File: src/rtl/cpu_types_pkg.sv
// Shared CPU types: machine word, RAM status codes and memory arbiter states.
package cpu_types_pkg;

  localparam int CPU_WORD_W = 32;

  typedef logic [CPU_WORD_W-1:0] word_t;

  // Status reported by the RAM model every cycle.
  typedef enum logic [1:0] {
    FREE   = 2'd0,
    BUSY   = 2'd1,
    ACCESS = 2'd2,
    ERROR  = 2'd3
  } ramstate_t;

  // Memory arbiter states: idle/arbitrating, serving fetch, serving data.
  typedef enum logic [1:0] {
    IDLE    = 2'd0,
    SERVE_I = 2'd1,
    SERVE_D = 2'd2
  } arb_state_t;

  // Debug grant encoding.
  localparam logic [1:0] GRANT_NONE = 2'd0;
  localparam logic [1:0] GRANT_I    = 2'd1;
  localparam logic [1:0] GRANT_D    = 2'd2;

endpackage

File: src/rtl/mem_arbiter.sv
// Arbiter sharing one single-ported RAM between instruction fetch and
// data load/store. Data wins by default; a streak counter forces a pending
// fetch through after MAX_DSTREAK consecutive data grants. The grant is held
// for the whole RAM transaction, and the winner sees a one-cycle !wait on the
// RAM's ACCESS cycle. Address/data are passed through live, not latched.
module mem_arbiter
  import cpu_types_pkg::*;
#(
  parameter int WORD_W      = 32,
  parameter int MAX_DSTREAK = 4
) (
  input  logic              CLK,
  input  logic              nRST,
  // instruction fetch requester
  input  logic              iREN,
  input  logic [WORD_W-1:0] iaddr,
  output logic              iwait,
  output logic [WORD_W-1:0] iload,
  // data requester
  input  logic              dREN,
  input  logic              dWEN,
  input  logic [WORD_W-1:0] daddr,
  input  logic [WORD_W-1:0] dstore,
  output logic              dwait,
  output logic [WORD_W-1:0] dload,
  // RAM side
  output logic              ramREN,
  output logic              ramWEN,
  output logic [WORD_W-1:0] ramaddr,
  output logic [WORD_W-1:0] ramstore,
  input  logic [WORD_W-1:0] ramload,
  input  logic [1:0]        ramstate,
  // debug
  output logic [1:0]        grant
);

  // Wide enough to hold 0..MAX_DSTREAK inclusive.
  localparam int SW = (MAX_DSTREAK < 1) ? 1 : $clog2(MAX_DSTREAK + 1);
  localparam logic [SW-1:0] STREAK_MAX = SW'(MAX_DSTREAK);

  arb_state_t    state_q, state_d;
  logic [SW-1:0] dstreak_q, dstreak_d;
  ramstate_t     rs;
  logic          d_req;
  logic          fetch_forced;

  // Saturating increment so the streak never wraps back to zero.
  function automatic logic [SW-1:0] streak_inc(input logic [SW-1:0] s);
    if (s >= STREAK_MAX) return STREAK_MAX;
    return s + SW'(1);
  endfunction

  assign rs           = ramstate_t'(ramstate);
  assign d_req        = dREN | dWEN;
  // A pending fetch that has already waited out a full data streak wins.
  assign fetch_forced = iREN && (dstreak_q == STREAK_MAX);

  // State and streak registers; reset abandons any in-flight access.
  always_ff @(posedge CLK or negedge nRST) begin
    if (!nRST) begin
      state_q   <= IDLE;
      dstreak_q <= '0;
    end else begin
      state_q   <= state_d;
      dstreak_q <= dstreak_d;
    end
  end

  // Next-state, streak update and output decode.
  always_comb begin
    state_d   = state_q;
    dstreak_d = dstreak_q;
    iwait     = 1'b1;
    dwait     = 1'b1;
    iload     = '0;
    dload     = '0;
    ramREN    = 1'b0;
    ramWEN    = 1'b0;
    ramaddr   = '0;
    ramstore  = '0;
    grant     = GRANT_NONE;

    unique case (state_q)
      IDLE: begin
        if (d_req && !fetch_forced) begin
          state_d   = SERVE_D;
          // The streak only matters while a fetch is actually waiting.
          dstreak_d = iREN ? streak_inc(dstreak_q) : '0;
        end else if (iREN) begin
          state_d   = SERVE_I;
          dstreak_d = '0;
        end
      end

      SERVE_I: begin
        grant = GRANT_I;
        if (!iREN) begin
          // Fetch flushed by the pipeline: drop the access, no completion.
          state_d = IDLE;
        end else begin
          ramREN  = 1'b1;
          ramaddr = iaddr;
          iload   = ramload;
          if (rs == ACCESS) begin
            iwait   = 1'b0;
            state_d = IDLE;
          end
        end
      end

      SERVE_D: begin
        grant = GRANT_D;
        if (!d_req) begin
          state_d = IDLE;
        end else begin
          ramaddr = daddr;
          // A simultaneous read and write request is a write.
          if (dWEN) begin
            ramWEN   = 1'b1;
            ramstore = dstore;
          end else begin
            ramREN = 1'b1;
            dload  = ramload;
          end
          // BUSY, ERROR and FREE all hold the access and keep driving.
          if (rs == ACCESS) begin
            dwait   = 1'b0;
            state_d = IDLE;
          end
        end
      end

      default: begin
        state_d = IDLE;
      end
    endcase
  end

endmodule

File: config.mk
export PLATFORM = sky130hd
export DESIGN_NAME = mem_arbiter
export DESIGN_NICKNAME = d
export VERILOG_FILES = /design/src/rtl/cpu_types_pkg.sv /design/src/rtl/mem_arbiter.sv
export SDC_FILE = /design/constraint.sdc
export NUM_CORES = 1
export LEC_CHECK = 0
export CORE_AREA = 2 2 104 106
export CTS_CLUSTER_SIZE = 12
export DETAILED_ROUTE_END_ITERATION = 6
export DIE_AREA = 0 0 106 108
export DONT_BUFFER_PORTS = 1
export HOLD_SLACK_MARGIN = 0.02
export SYNTH_ARGS = -nofsm -noshare
export SYNTH_HDL_FRONTEND = slang
export SYNTH_SLANG_ARGS = --single-unit
export TNS_END_PERCENT = 5
File: constraint.sdc
create_clock -name CLK -period 3.47 [get_ports CLK]
set_input_delay 0.694 -clock CLK [delete_from_list [all_inputs] [get_ports CLK]]
set_output_delay 0.694 -clock CLK [all_outputs]
set_load 0.02 [all_outputs]
==> impl_metrics.toml, run 1 <==
[timing]
hold_ws_ns = 0.159
min_period_ns = 2.82
worst_pin_slew_ns = 0.802
hold_violations = 0
finalCritPeriodShare_pct = 81.4
fmax_ghz = 0.354
setup-tns-final_ns = 0
setup_viol = 0
skew_ns = 0.00259
rsz0062_at_grt = "no"
relSlewSlack_pct = 46.5
maxSlewViolCount = 0

[clock_network]
numCtsBuffers = 3
htree_levels = 1
clock_path_buffers = 2
clock-root-buffer = "clkbuf_8"
hold_buffers = 0
cts.clk_slew.worst_paths_ns = 0.04
cts_resized = 0
cts_setup_buffers = 0
cts_tree = "yes"
clock_latency_ns = 0.23
cts_sinks = 5

[critical_path]
critPathCaptureType = "output port"
cp_max_fo = 37
crit_buf_inv = 4
reg2reg_depth = 6
crit_family = "buffers and inverters"
crit_type = "register to output port"
worst_setup_path_start_kind = "register"
arrival_ns = 2.13
timing.critical_path.mode_cell = "buf_4"
worstPathRequired_ns = 2.78
reg2reg_slack_ns = 1.56
path_cells = "inv_1, ha_1, buf_4, o21a_1, buf_4, a22oi_1, nor2b_1, buf_4"
critical_path.slowest_cell = "dfrtp_1"
rr_endpoint = "state_q[1]"
slowest_delay_ns = 0.40
cp_num_cells = 8
rr_startpoint = "state_q[0]"

[place]
port_buffers = 0
dp_cells = 381
placed_cell_area_mm2 = 0.00194
hpwl_mm = 6.52
routabilityCongestion = 0.788

[layout]
layout.nets = 391
final_cell_area_mm2 = 0.00198
drive_gt1_share_pct = 19.3
diodes = 0
nFillCells = 1143
syn_to_final_growth_pct = 24.8
fin_cells = 385

[synth]
postSynthCellCount = 232
syn_nets = 373
muxShareOfSynthArea_pct = 0.631
synth_top_family_by_area = "simple AND/OR/NAND/NOR gates"
ys_top_cells_by_area = "and3_1 24%, a22oi_1 15%, and2_1 13%"
yosysSeqAreaShare_pct = 7.89
yosys.area.top_type = "and3_1"
yosysTopAreaCellShare_pct = 24.1
syn_avg_cell_area_um2 = 6.84
syn_area_mm2 = 0.00159
synth_compound_area_share_pct = 21.8
synth_cell_types = 26
synthSimpleGateAreaFrac_pct = 56.1
yosysWarnings = 0
synth_xor_area_share_pct = 0
yosys.area_share.adder_pct = 4.73
ys_ff_latch = 5

[die]
initial_core_util_pct = 15.5
fp.dieH_um = 108
rows = 37
die_width_um = 106
io_pins = 269
core_mm2 = 0.0102
die_area_mm2 = 0.0114

[pwr]
power.leakage_nw = 0.980
p_total_mw = 1.36
switching_share_pct = 57.4
power_frac_clock_pct = 8.2
ir_drop_v = 0.000234
p_per_area_mw_per_mm2 = 685
seqPwrFrac_pct = 7.5
p_sw_uw = 779
combPwrFrac_pct = 84.2
internal_power_uw = 578

[routing]
firstDrtPassIters = 5
drc_errors = 0
drt_iter0_markers = 107
drt-total-wl_mm = 7.79
viasPerCell = 5.08
vias = 1954
wl_per_cell_um = 20.2
ant_nets = 0

[run]
drv_cap = 0

[global_route]
first_global_vias = 1661
overflow = 0
antenna_found_initial = 1
grt_max_degree = 40
grt_pass1_wl_mm = 9.89
track_usage_pct = 11.8

[min_path]
hold_path.class = "input pin to asynchronous set/reset pin"

[outcome]
status = "finished, final reports clean"
[cell type report]
class	instances	area [um^2]	share of cell area, %
Multi-Input combinational cell	195	1320	66.7
Timing Repair Buffer	40	300	15.2
Tap cell	136	170	8.59
Sequential cell	5	125	6.32
Clock buffer	4	45.0	2.27
Inverter	5	18.8	0.948
[stage by stage]
| stage | util, % | setup slack [ns] |
|---|---|---|
| 3_5_place_dp | 18.9 | 0.878 |
| 4_1_cts | 19.4 | 0.623 |
| 2_1_floorplan | - | 1.05 |
| 3_3_place_gp | 18.9 | 0.976 |
| 5_1_grt | 19.4 | 0.431 |
| 6_report | 19.4 | 0.646 |
[power by group through the flow]
| stage | Combinational [mW] | Sequential, mW | Clock (mW) |
|---|---|---|---|
| detailed placement | 1.15 | 0.103 | 0 |
| CTS | 1.15 | 0.102 | 0.114 |
| floorplan | 0.890 | 0.0966 | 0 |
| finish | 1.14 | 0.102 | 0.112 |
| global route | 1.23 | 0.108 | 0.115 |
| global placement | 1.12 | 0.0991 | 0 |
[cells by family (layout without fill, tap and decap cells)]
family	after synthesis	count (layout)
compound gates	44	44
flops	5	5
buf+inv	32	49
mux	1	1
simple gates	144	144
fa+ha+maj	6	6
[layer usage]
layer | routed length, um | global-route usage, % | share of wire [%]
met1 | 2690 | 12.0 | 34
met2 | 4240 | 23.9 | 54
met3 | 754 | 2.41 | 9.7
met4 | 94 | 3.57 | 1.2
met5 | 13 | 0 | 0.17
[placed cells by master (no fill, tap or decap), types with 5 or more instances in the layout]
cell / count
inv_1: 5
and2_1: 34
buf_4: 40
dfrtp_1: 5
and3_1: 61
nor2b_1: 33
ha_1: 6
a22oi_1: 32
nand2_1: 7
[worst max-delay path by stage]
| stage | slack (ns) | end | startpoint |
|---|---|---|---|
| after floorplan | 1.05 | ramaddr[13] | state_q[1] |
| after global placement | 0.98 | ramaddr[8] | state_q[0] |
| after detailed placement | 0.88 | ramaddr[21] | state_q[0] |
| after CTS | 0.62 | ramaddr[21] | state_q[0] |
| after global routing | 0.43 | ramaddr[16] | state_q[0] |
| final | 0.65 | ramaddr[21] | state_q[0] |
[cells in the mapped netlist (all sizes together)]
master	number
nand4b	1
o21ai	3
or2	1
a22oi	32
mux2i	1
nor2	2
a211oi	1
and2	34
inv	5
clkbuf	18
ha	6
buf	9
and4b	1
nor2b	33
a2111oi	2
nand2	7
o21a	2
a311o	2
dfrtp	5
and3	64
nand3	1
o31ai	1
a32o	1
[flip-flops by register name, summed over array words and instances, names as in the netlist]
signal,cells
dstreak_q,3
state_q,2
[worst reg2reg max path: stages, from the launching register on]
cell and delay (ns):
dfrtp_1 0.40, inv_1 0.11, ha_1 0.16, buf_4 0.29, o21ai_0 0.19, a2111oi_0 0.49
a311o_1 0.19
(Power assumes the default switching activity.)
==> run 2: changes to the inputs <==
- clock period: 3.47 -> 2.8 ns (I/O delays scaled with it)
==> run 2 against run 1 <==
Effect of this change:
- largest power group unchanged
- sequential power rose by 22%
- register-to-register slack worse by 0.54 ns
- die area stayed put
- critical path depth down 4
- highest routed layer unchanged
==> impl_metrics.toml, run 2 (synthesis results as in run 1) <==
[clock_network]
htree_levels = 1
clock-root-buffer = "clkbuf_8"
clock_path_buffers = 2
cts_setup_buffers = 0
numCtsBuffers = 3
cts_resized = 0
hold_buffers = 0
cts_sinks = 5
cts.clk_slew.worst_paths_ns = 0.03
cts_tree = "yes"
clock_latency_ns = 0.22

[layout]
reg.largest.list = "dstreak_q (3), state_q (2)"
diodes = 0
final_common_cell = "and3_1"
nFillCells = 1129
drive_gt1_share_pct = 19.3
layout.nets = 391
final_cell_mix = "61 x and3_1, 40 x buf_4, 34 x and2_1"
syn_to_final_growth_pct = 24.8
top_register = "dstreak_q"
largest_reg_flops = 3

[routing]
vias = 1953
viasPerCell = 5.07
drt_iter0_markers = 126
firstDrtPassIters = 5
drc_errors = 0
ant_nets = 0
drt-total-wl_mm = 7.58
wl_per_cell_um = 19.7
top_layer_used = "met5"
wl_met1_mm = 2.73
met3_length_um = 645
wl_met2_mm = 4.02

[die]
fp.dieH_um = 108
rows = 37
die_area_mm2 = 0.0114
die_width_um = 106
io_pins = 269
core_mm2 = 0.0102
initial_core_util_pct = 15.5

[global_route]
track_usage_pct = 11.6
antenna_found_initial = 2
overflow = 0
grt_max_degree = 40
grt_pass1_wl_mm = 9.88
first_global_vias = 1732

[critical_path]
worstPathRequired_ns = 2.24
rr_endpoint = "state_q[1]"
arrival_ns = 1.92
reg2reg_depth = 6
crit_type = "register to output port"
rr_startpoint = "state_q[1]"
critPathCaptureType = "output port"
reg2reg_slack_ns = 1.02
cp_max_fo = 33
worst_setup_path_start_kind = "register"

[min_path]
hold_path.class = "input pin to asynchronous set/reset pin"

[timing]
hold_ws_ns = 0.0392
setup-tns-final_ns = 0
min_period_ns = 2.48
fmax_ghz = 0.403
skew_ns = 0.0000724
relSlewSlack_pct = 48.2
hold_violations = 0
worst_pin_slew_ns = 0.777
finalCritPeriodShare_pct = 88.6
maxSlewViolCount = 0
rsz0062_at_grt = "no"
setup_viol = 0

[pwr]
p_per_area_mw_per_mm2 = 847
combPwrFrac_pct = 84.9
power_frac_clock_pct = 7.7
switching_share_pct = 57.2
ir_drop_v = 0.000248
seqPwrFrac_pct = 7.4
power.leakage_nw = 0.980
internal_power_uw = 718
p_sw_uw = 960

[place]
port_buffers = 0
routabilityCongestion = 0.808
hpwl_mm = 6.34

[run]
drv_cap = 0

[outcome]
status = "finished, final reports clean"
==> run 2: area by class of cell <==
| class | count | area [um^2] | share of cell area [%] |
|---|---|---|---|
| multi-input combinational | 195 | 1320 | 66.7 |
| tap | 136 | 170 | 8.59 |
| sequential | 5 | 125 | 6.32 |
| clock buffer | 4 | 45.0 | 2.27 |
| timing repair buffer | 40 | 300 | 15.2 |
| inverter | 5 | 18.8 | 0.948 |
==> run 2: metal layers <==
metal / vias to the layer above / track usage, %
met3: 14 / 2.11
li1: 860 / -
met2: 176 / 23.2
met5: - / 0
met1: 899 / 12.0
met4: 4 / 3.95
==> run 2: worst max-delay path by stage <==
stage                     from           to  slack (ns)  depth (start not counted)
CTS                 state_q[0]  ramaddr[19]        0.30                          4
global route        state_q[1]  ramaddr[19]        0.16                          4
floorplan           state_q[1]  ramaddr[13]        0.51                          7
global placement    state_q[0]  ramaddr[19]        0.56                          4
detailed placement  state_q[0]  ramaddr[19]        0.53                          4
finish              state_q[0]  ramaddr[29]        0.32                          4
==> run 2: critical path: stages (launching register included) <==
cell	delay (ns)
dfrtp_1	0.38
inv_1	0.10
ha_1	0.80
nor2b_1	0.25
buf_4	0.17
==> run 2: power by group through the flow <==
| stage | Combinational (mW) | Clock [mW] | Sequential [mW] |
|---|---|---|---|
| after floorplan | 1.10 | 0 | 0.120 |
| after global placement | 1.40 | 0 | 0.121 |
| after detailed placement | 1.43 | 0 | 0.124 |
| after CTS | 1.43 | 0.135 | 0.123 |
| after global routing | 1.54 | 0.140 | 0.129 |
| final | 1.42 | 0.130 | 0.124 |
==> run 2: through the flow <==
stage          cells  cell area (um^2)  utilization, %  power (mW)  worst slack [ns]
2_1_floorplan    232              1590               -        1.22             0.513
3_3_place_gp     381              1940            18.9        1.52             0.559
3_5_place_dp     381              1940            18.9        1.55             0.527
4_1_cts          385              1980            19.4        1.69             0.295
5_1_grt          385              1980            19.4        1.81             0.155
6_report         385              1980            19.4        1.68             0.319
==> run 3: changes to the inputs <==
- CTS_BUF_LIST: not set -> sky130_fd_sc_hd__clkbuf_8 sky130_fd_sc_hd__clkbuf_16
- GPL_ROUTABILITY_DRIVEN: not set -> 0
==> run 3 against run 2 <==
Effect of this change:
- sequential power barely moved
- sequential share of layout area stayed put
- worst hold slack is essentially flat
- final cell count unchanged
- critical path depth unchanged
- core utilization did not move
- clock skew about the same
- sequential cell count did not move
- largest power group unchanged
==> impl_metrics.toml, run 3 (synthesis results as in run 1) <==
[routing]
drt-total-wl_mm = 7.57
wl_per_cell_um = 19.7
vias = 1953
met3_length_um = 645
ant_nets = 0
drc_errors = 0
firstDrtPassIters = 5
wl_met2_mm = 4.02
wl_met1_mm = 2.73
drt_iter0_markers = 126
viasPerCell = 5.07
top_layer_used = "met5"

[global_route]
antenna_found_initial = 2
grt_pass1_wl_mm = 9.88
grt_max_degree = 40
first_global_vias = 1732
track_usage_pct = 11.6
overflow = 0

[layout]
layout.nets = 391
syn_to_final_growth_pct = 24.8
final_common_cell = "and3_1"
largest_reg_flops = 3
reg.largest.list = "dstreak_q (3), state_q (2)"
nFillCells = 1129
final_cell_mix = "61 x and3_1, 40 x buf_4, 34 x and2_1"
drive_gt1_share_pct = 19.3
top_register = "dstreak_q"
diodes = 0

[clock_network]
cts_sinks = 5
numCtsBuffers = 3
cts_setup_buffers = 0
clock_path_buffers = 2
htree_levels = 1
cts_tree = "yes"
cts_resized = 0
cts.clk_slew.worst_paths_ns = 0.03
hold_buffers = 0
clock_latency_ns = 0.22
clock-root-buffer = "clkbuf_8"

[critical_path]
critPathCaptureType = "output port"
crit_type = "register to output port"
worst_setup_path_start_kind = "register"
reg2reg_slack_ns = 1.02
reg2reg_depth = 6
worstPathRequired_ns = 2.24
arrival_ns = 1.92
cp_max_fo = 33

[timing]
worst_pin_slew_ns = 0.777
setup_viol = 0
relSlewSlack_pct = 48.2
maxSlewViolCount = 0
hold_violations = 0
setup-tns-final_ns = 0
min_period_ns = 2.48
finalCritPeriodShare_pct = 88.6
skew_ns = 0.000209
fmax_ghz = 0.403
rsz0062_at_grt = "no"
setup_ws_ns = 0.319

[outcome]
status = "finished, final reports clean"

[die]
die_area_mm2 = 0.0114
initial_core_util_pct = 15.5
die_width_um = 106
io_pins = 269
fp.dieH_um = 108
core_mm2 = 0.0102
rows = 37

[place]
place_ws_ns = 0.527
port_buffers = 0
hpwl_mm = 6.34

[pwr]
p_total_mw = 1.67
p_per_area_mw_per_mm2 = 845
power.leakage_nw = 0.984
ir_drop_v = 0.000248

[min_path]
hold_path.class = "input pin to asynchronous set/reset pin"

[run]
drv_cap = 0
==> run 3: layout make-up <==
| class | instances | area [um^2] | share of cell area (%) |
|---|---|---|---|
| sequential | 5 | 125 | 6.32 |
| timing repair buffer | 40 | 300 | 15.2 |
| inverter | 5 | 18.8 | 0.948 |
| tap | 136 | 170 | 8.59 |
| clock buffer | 3 | 41.3 | 2.08 |
| clock inverter | 1 | 3.75 | 0.190 |
| multi-input combinational | 195 | 1320 | 66.7 |
==> run 3: routing by layer <==
layer  track usage, %  vias to the layer above
li1                 -                      860
met1             12.0                      899
met2             23.2                      176
met3             2.11                       14
met4             3.95                        4
met5                0                        -
==> run 3: worst paths after layout <==
path | start | endpoint
max | state_q[0] | ramaddr[29]
min | nRST | dstreak_q[2]
max reg2reg | state_q[1] | state_q[1]
min reg2reg | dstreak_q[0] | dstreak_q[0]
max in group asynchronous | nRST | state_q[0]
min in group CLK | iREN | dstreak_q[2]
==> run 3: power breakdown <==
part,switching [mW],leakage (nW),total (mW),internal (mW)
combinational,0.902,0.892,1.42,0.521
sequential,0.0247,0.0656,0.124,0.0992
clock,0.0324,0.0269,0.126,0.0937
==> run 3: worst max-delay path: stages, from the launching register on <==
cell	delay, ns
dfrtp_1	0.38
inv_1	0.10
ha_1	0.80
nor2b_1	0.25
buf_4	0.17
==> run 3: metrics by stage <==
stage                     hold WS (ns)  utilization [%]  instances  instance area (um^2)
after floorplan                  0.264                -        232                  1590
after global placement           0.265             18.9        381                  1940
after detailed placement         0.265             18.9        381                  1940
after CTS                       0.0320             19.4        385                  1980
after global routing            0.0288             19.4        385                  1980
final                           0.0393             19.4        385                  1980
